==> config.mk <==
export PLATFORM = sky130hd
export DESIGN_NAME = imem_loader
export DESIGN_NICKNAME = d
export VERILOG_FILES = /design/src/rtl/imem_loader.sv
export SDC_FILE = /design/constraint.sdc
export NUM_CORES = 1
export LEC_CHECK = 0
export BUFFER_PORTS_ARGS = -buffer_cell sky130_fd_sc_hd__buf_2
export CORE_MARGIN = 1
export CORE_UTILIZATION = 25
export CTS_BUF_LIST = sky130_fd_sc_hd__clkbuf_16
export DETAILED_ROUTE_END_ITERATION = 8
export PLACE_DENSITY = 0.38
export RECOVER_POWER = 50
export SLEW_MARGIN = 25
export SYNTH_ARGS = -nofsm -noshare
export SYNTH_HDL_FRONTEND = slang
export SYNTH_SLANG_ARGS = --single-unit
==> constraint.sdc <==
create_clock -name clk -period 5.1 [get_ports clk]
set_clock_uncertainty 0.05 [all_clocks]
set_input_delay 0.255 -clock clk [delete_from_list [all_inputs] [get_ports clk]]
set_output_delay 0.255 -clock clk [all_outputs]
set_load 0.005 [all_outputs]
==> src/rtl/imem_loader.sv <==
// Instruction-memory loader: accepts 32-bit words from a valid/ready source and
// writes them little-endian, one byte per cycle, into a byte-wide memory port.
module imem_loader #(
  parameter int ADDR_W = 16,
  parameter int CNT_W  = 16
) (
  input  logic              clk,
  input  logic              rst_n,
  input  logic              start,
  input  logic [ADDR_W-1:0] base_addr,
  input  logic [CNT_W-1:0]  word_count,
  input  logic              in_valid,
  input  logic [31:0]       in_data,
  output logic              in_ready,
  output logic              mem_we,
  output logic [ADDR_W-1:0] mem_addr,
  output logic [7:0]        mem_wdata,
  output logic              busy,
  output logic              done,
  output logic              err
);

  localparam int SUM_W = ADDR_W + CNT_W + 2;

  typedef enum logic [1:0] {IDLE, WAIT_WORD, WRITE, DONE} state_t;

  state_t            state, state_next;
  logic [ADDR_W-1:0] ptr;
  logic [CNT_W-1:0]  count;
  logic [31:0]       word;
  logic [1:0]        byte_idx;
  logic [1:0]        next_idx;
  logic [SUM_W-1:0]  end_addr;
  logic [SUM_W-1:0]  limit;
  logic              start_ok;

  // Range check is done wide enough that base + 4*count can never wrap.
  assign end_addr = SUM_W'(base_addr) + (SUM_W'(word_count) << 2);
  assign limit    = SUM_W'(1) << ADDR_W;
  assign start_ok = (base_addr[1:0] == 2'b00) && (end_addr <= limit);
  assign next_idx = byte_idx + 2'd1;

  always_ff @(posedge clk or negedge rst_n) begin
    if (!rst_n) state <= IDLE;
    else        state <= state_next;
  end

  always_comb begin
    state_next = state;
    in_ready   = 1'b0;
    mem_we     = 1'b0;
    busy       = 1'b1;
    done       = 1'b0;
    case (state)
      IDLE: begin
        busy = 1'b0;
        if (start && start_ok)
          state_next = (word_count == '0) ? DONE : WAIT_WORD;
      end
      WAIT_WORD: begin
        in_ready = 1'b1;
        if (in_valid) state_next = WRITE;
      end
      WRITE: begin
        mem_we = 1'b1;
        if (byte_idx == 2'd3)
          state_next = (count == CNT_W'(1)) ? DONE : WAIT_WORD;
      end
      DONE: begin
        done       = 1'b1;
        state_next = IDLE;
      end
      default: state_next = IDLE;
    endcase
  end

  // Write address/data are registered so they hold their last value between bursts.
  always_ff @(posedge clk or negedge rst_n) begin
    if (!rst_n) begin
      ptr       <= '0;
      count     <= '0;
      word      <= '0;
      byte_idx  <= '0;
      mem_addr  <= '0;
      mem_wdata <= '0;
      err       <= 1'b0;
    end else begin
      err <= (state == IDLE) && start && !start_ok;
      case (state)
        IDLE: begin
          if (start && start_ok) begin
            ptr   <= base_addr;
            count <= word_count;
          end
        end
        WAIT_WORD: begin
          if (in_valid) begin
            word      <= in_data;
            byte_idx  <= 2'd0;
            mem_addr  <= ptr;
            mem_wdata <= in_data[7:0];
          end
        end
        WRITE: begin
          if (byte_idx == 2'd3) begin
            ptr   <= ptr + ADDR_W'(4);
            count <= count - CNT_W'(1);
          end else begin
            byte_idx  <= next_idx;
            mem_addr  <= ptr + ADDR_W'(next_idx);
            mem_wdata <= word[{next_idx, 3'b000} +: 8];
          end
        end
        default: ;
      endcase
    end
  end

endmodule

==> impl_metrics.yaml <==
sta:
  setup_ws_ns: 1.16
  setup_viol: 0
  hold_viol: 0
  finalSetupTns_ns: 0
  relSlewSlack: -0.520
  slew_violations: 76
  min_period_over_period: 0.772
  grt_setup_unrepaired: "false"
  max_clock_freq_mhz: 254
  tightest_slew_ns: 2.28
  period_minus_slack_ns: 3.94
pwr:
  p_sw_frac: 0.357
  p_sw_mw: 1.06
  fin_total_pwr_mw: 2.98
  p_leak_nw: 2.76
  comb_power_share: 0.333
  peakVddDrop_uv: 185
  pwr-share-clk: 0.214
  power.density_mw_per_mm2: 446
  seqPwrFrac: 0.452
  p_int_mw: 1.91
clock_tree:
  cts_resized: 0
  clkSlewWorstSetupHoldPaths_ns: 0.07
  clk_latency_ns: 0.35
  ctsLongestPathBuffers: 2
  cts_tree: "built"
  post_cts_buffers: 0
  cts-root-buf: "clkbuf_16"
  clock_sinks: 93
  cts_inserted_buffers: 9
  cts_hold_buf: 1
  h-tree-depth: 3
cells_and_area:
  syn2layout_area_growth_pct: 16.8
  final_util: 0.302
  diodes: 0
  drive_gt1_frac: 0.250
  fin_nets: 755
job:
  drv_cap: 2
setup_path:
  crit_path_max_fanout: 11
  end_kind: "flop"
  startpoint_type: "input port"
  timing.rr.end: "mem_addr[15]"
  reg2reg_depth: 10
  r2r_start: "byte_idx[0]"
  cp.required_ns: 5.32
  arrival_ns: 4.16
  reg2reg_slack_ns: 1.86
  path_class: "in2reg"
yosys:
  yosys.area.top_type_share: 0.407
  synthesis.area_sq_mm: 0.00572
  synthArstFlopShare: 1.00
  avgSynthCellArea_sq_um: 9.92
  ys_ff_latch: 93
  yosysSeqAreaShare: 0.407
  yosys.area.top_type: "dfrtp_1"
  ys_warn_count: 0
  synth.area.top_cells: "dfrtp_1 (41%), mux2_2 (6.5%), nand2_1 (4.4%)"
  synthesis.nets: 666
  syn_inst: 576
  ys.flop_type: "dfrtp_1"
  synth_edf_count: 0
  synth.distinct_cells: 72
floorplan:
  dieArea_sq_mm: 0.0235
  fp.dieH_um: 153
  pin_count: 97
  core_sq_mm: 0.0221
  start_util: 0.259
  rows: 54
  die_w_um: 153
drt:
  route.vias.total: 4733
  drtIter0Drc: 315
  ant_nets: 0
  first_pass_iters: 4
  vias_per_cell: 4.99
  route.detailed.drc: 0
  wirelength_mm: 16.6
  wire_per_inst_um: 17.5
global_routing:
  grt-ovfl-total: 0
  grt_max_degree: 54
  antenna_found_initial: 0
  grt_pass1_wl_mm: 26.5
  grt_pass1_vias: 4789
  track_usage: 0.146
place:
  gp_congestion: 0.857
  dp_hpwl_mm: 12.6
  pre_cts_ws_ns: 0.903
  io_buffers: 96
outcome:
  status: "finished with violations"
  violations: "max-capacitance violations, max-slew violations"
hold_path:
  hp-class: "in2reg"
  holdCritStartpoint: "in_valid"
  hold_depth: 2
  whs_endpoint: "state[0]"
## power by group through the flow
stage	combinational, mW	sequential, mW	clock (mW)
floorplan	0.749	1.27	0
global placement	1.02	1.36	0
detailed placement	1.03	1.37	0
CTS	1.04	1.35	0.668
global route	1.12	1.40	0.700
finish	0.992	1.35	0.639
## final cells by class
type	instances	area [sq um]
Timing Repair Buffer	108	539
Tap cell	280	350
Sequential cell	93	2330
Multi-Input combinational cell	438	3130
Clock inverter	6	47.5
Inverter	15	56.3
Clock buffer	9	225
Fill cell	2291	15400
## metrics by stage
step	cell area, sq um	instances	hold slack (ns)
CTS	6710	949	0.0343
global placement	6430	933	0.224
finish	6680	949	0.0497
floorplan	5720	576	-0.0906
detailed placement	6430	933	0.229
global route	6680	949	0.0570
## sequential cells by signal (all words and copies together) (netlist names)
signal,flops
word,32
count,16
mem_addr,16
ptr,16
mem_wdata,8
byte_idx,2
state,2
err,1
## synth_stat cells, drive strengths merged, types with 8 or more instances
cell type,count
nor2,39
a211oi,11
o21ai,45
mux2i,16
clkbuf,17
inv,14
xnor2,11
dfrtp,93
nor4,8
ha,20
nand4,9
nand3,11
a21oi,31
nor3,15
o22ai,9
buf,11
mux4,8
nand2,69
a31oi,9
and2,8
mux2,33
## cells by family (layout without fill, tap and decap cells)
group / after synthesis / in the layout / share of synthesized area
AO/OA/AOI/OAI: 154 / 154 / 0.187
flip-flops: 93 / 93 / 0.407
multiplexers: 57 / 57 / 0.125
adder cells (fa/ha/maj): 22 / 22 / 0.0508
AND/OR/NAND/NOR: 187 / 187 / 0.158
XOR/XNOR: 18 / 18 / 0.0276
buffers and inverters: 45 / 138 / 0.0453
## worst max-delay path by stage
stage	from	endpoint	slack, ns	cells after the start
floorplan	base_addr[2]	count[4]	1.86	12
global placement	base_addr[2]	count[6]	0.95	13
detailed placement	base_addr[2]	count[6]	0.90	13
CTS	base_addr[2]	count[6]	1.27	13
global route	rst_n	ptr[11]	0.88	3
finish	base_addr[2]	count[6]	1.16	13
## layer usage
layer | part of all wire | wire length, um | track usage
met5 | 0 | 0 | 0
met4 | 0.016 | 268 | 0.0404
met3 | 0.055 | 918 | 0.0434
met2 | 0.48 | 8000 | 0.240
met1 | 0.45 | 7450 | 0.186
## worst max-delay path: stages
cell,delay (ns)
buf_2,0.11
ha_1,0.21
fa_1,0.43
a211oi_1,0.24
o21ai_1,0.16
a2111oi_1,0.56
o31a_1,0.26
and3_2,0.18
a31oi_1,0.09
a211oi_2,0.64
and2_1,0.50
buf_4,0.29
mux2i_1,0.20
## placed cells by master (no fill, tap or decap), drive strengths merged, types with 11 or more instances in the layout
master and instances:
dfrtp 93, buf 83, nand2 69, o21ai 45, nor2 39, mux2 33, clkbuf 33, a21oi 31
ha 20, mux2i 16, inv 16, nor3 15, nand3 11, xnor2 11, a211oi 11
(Power assumes the default switching activity.)
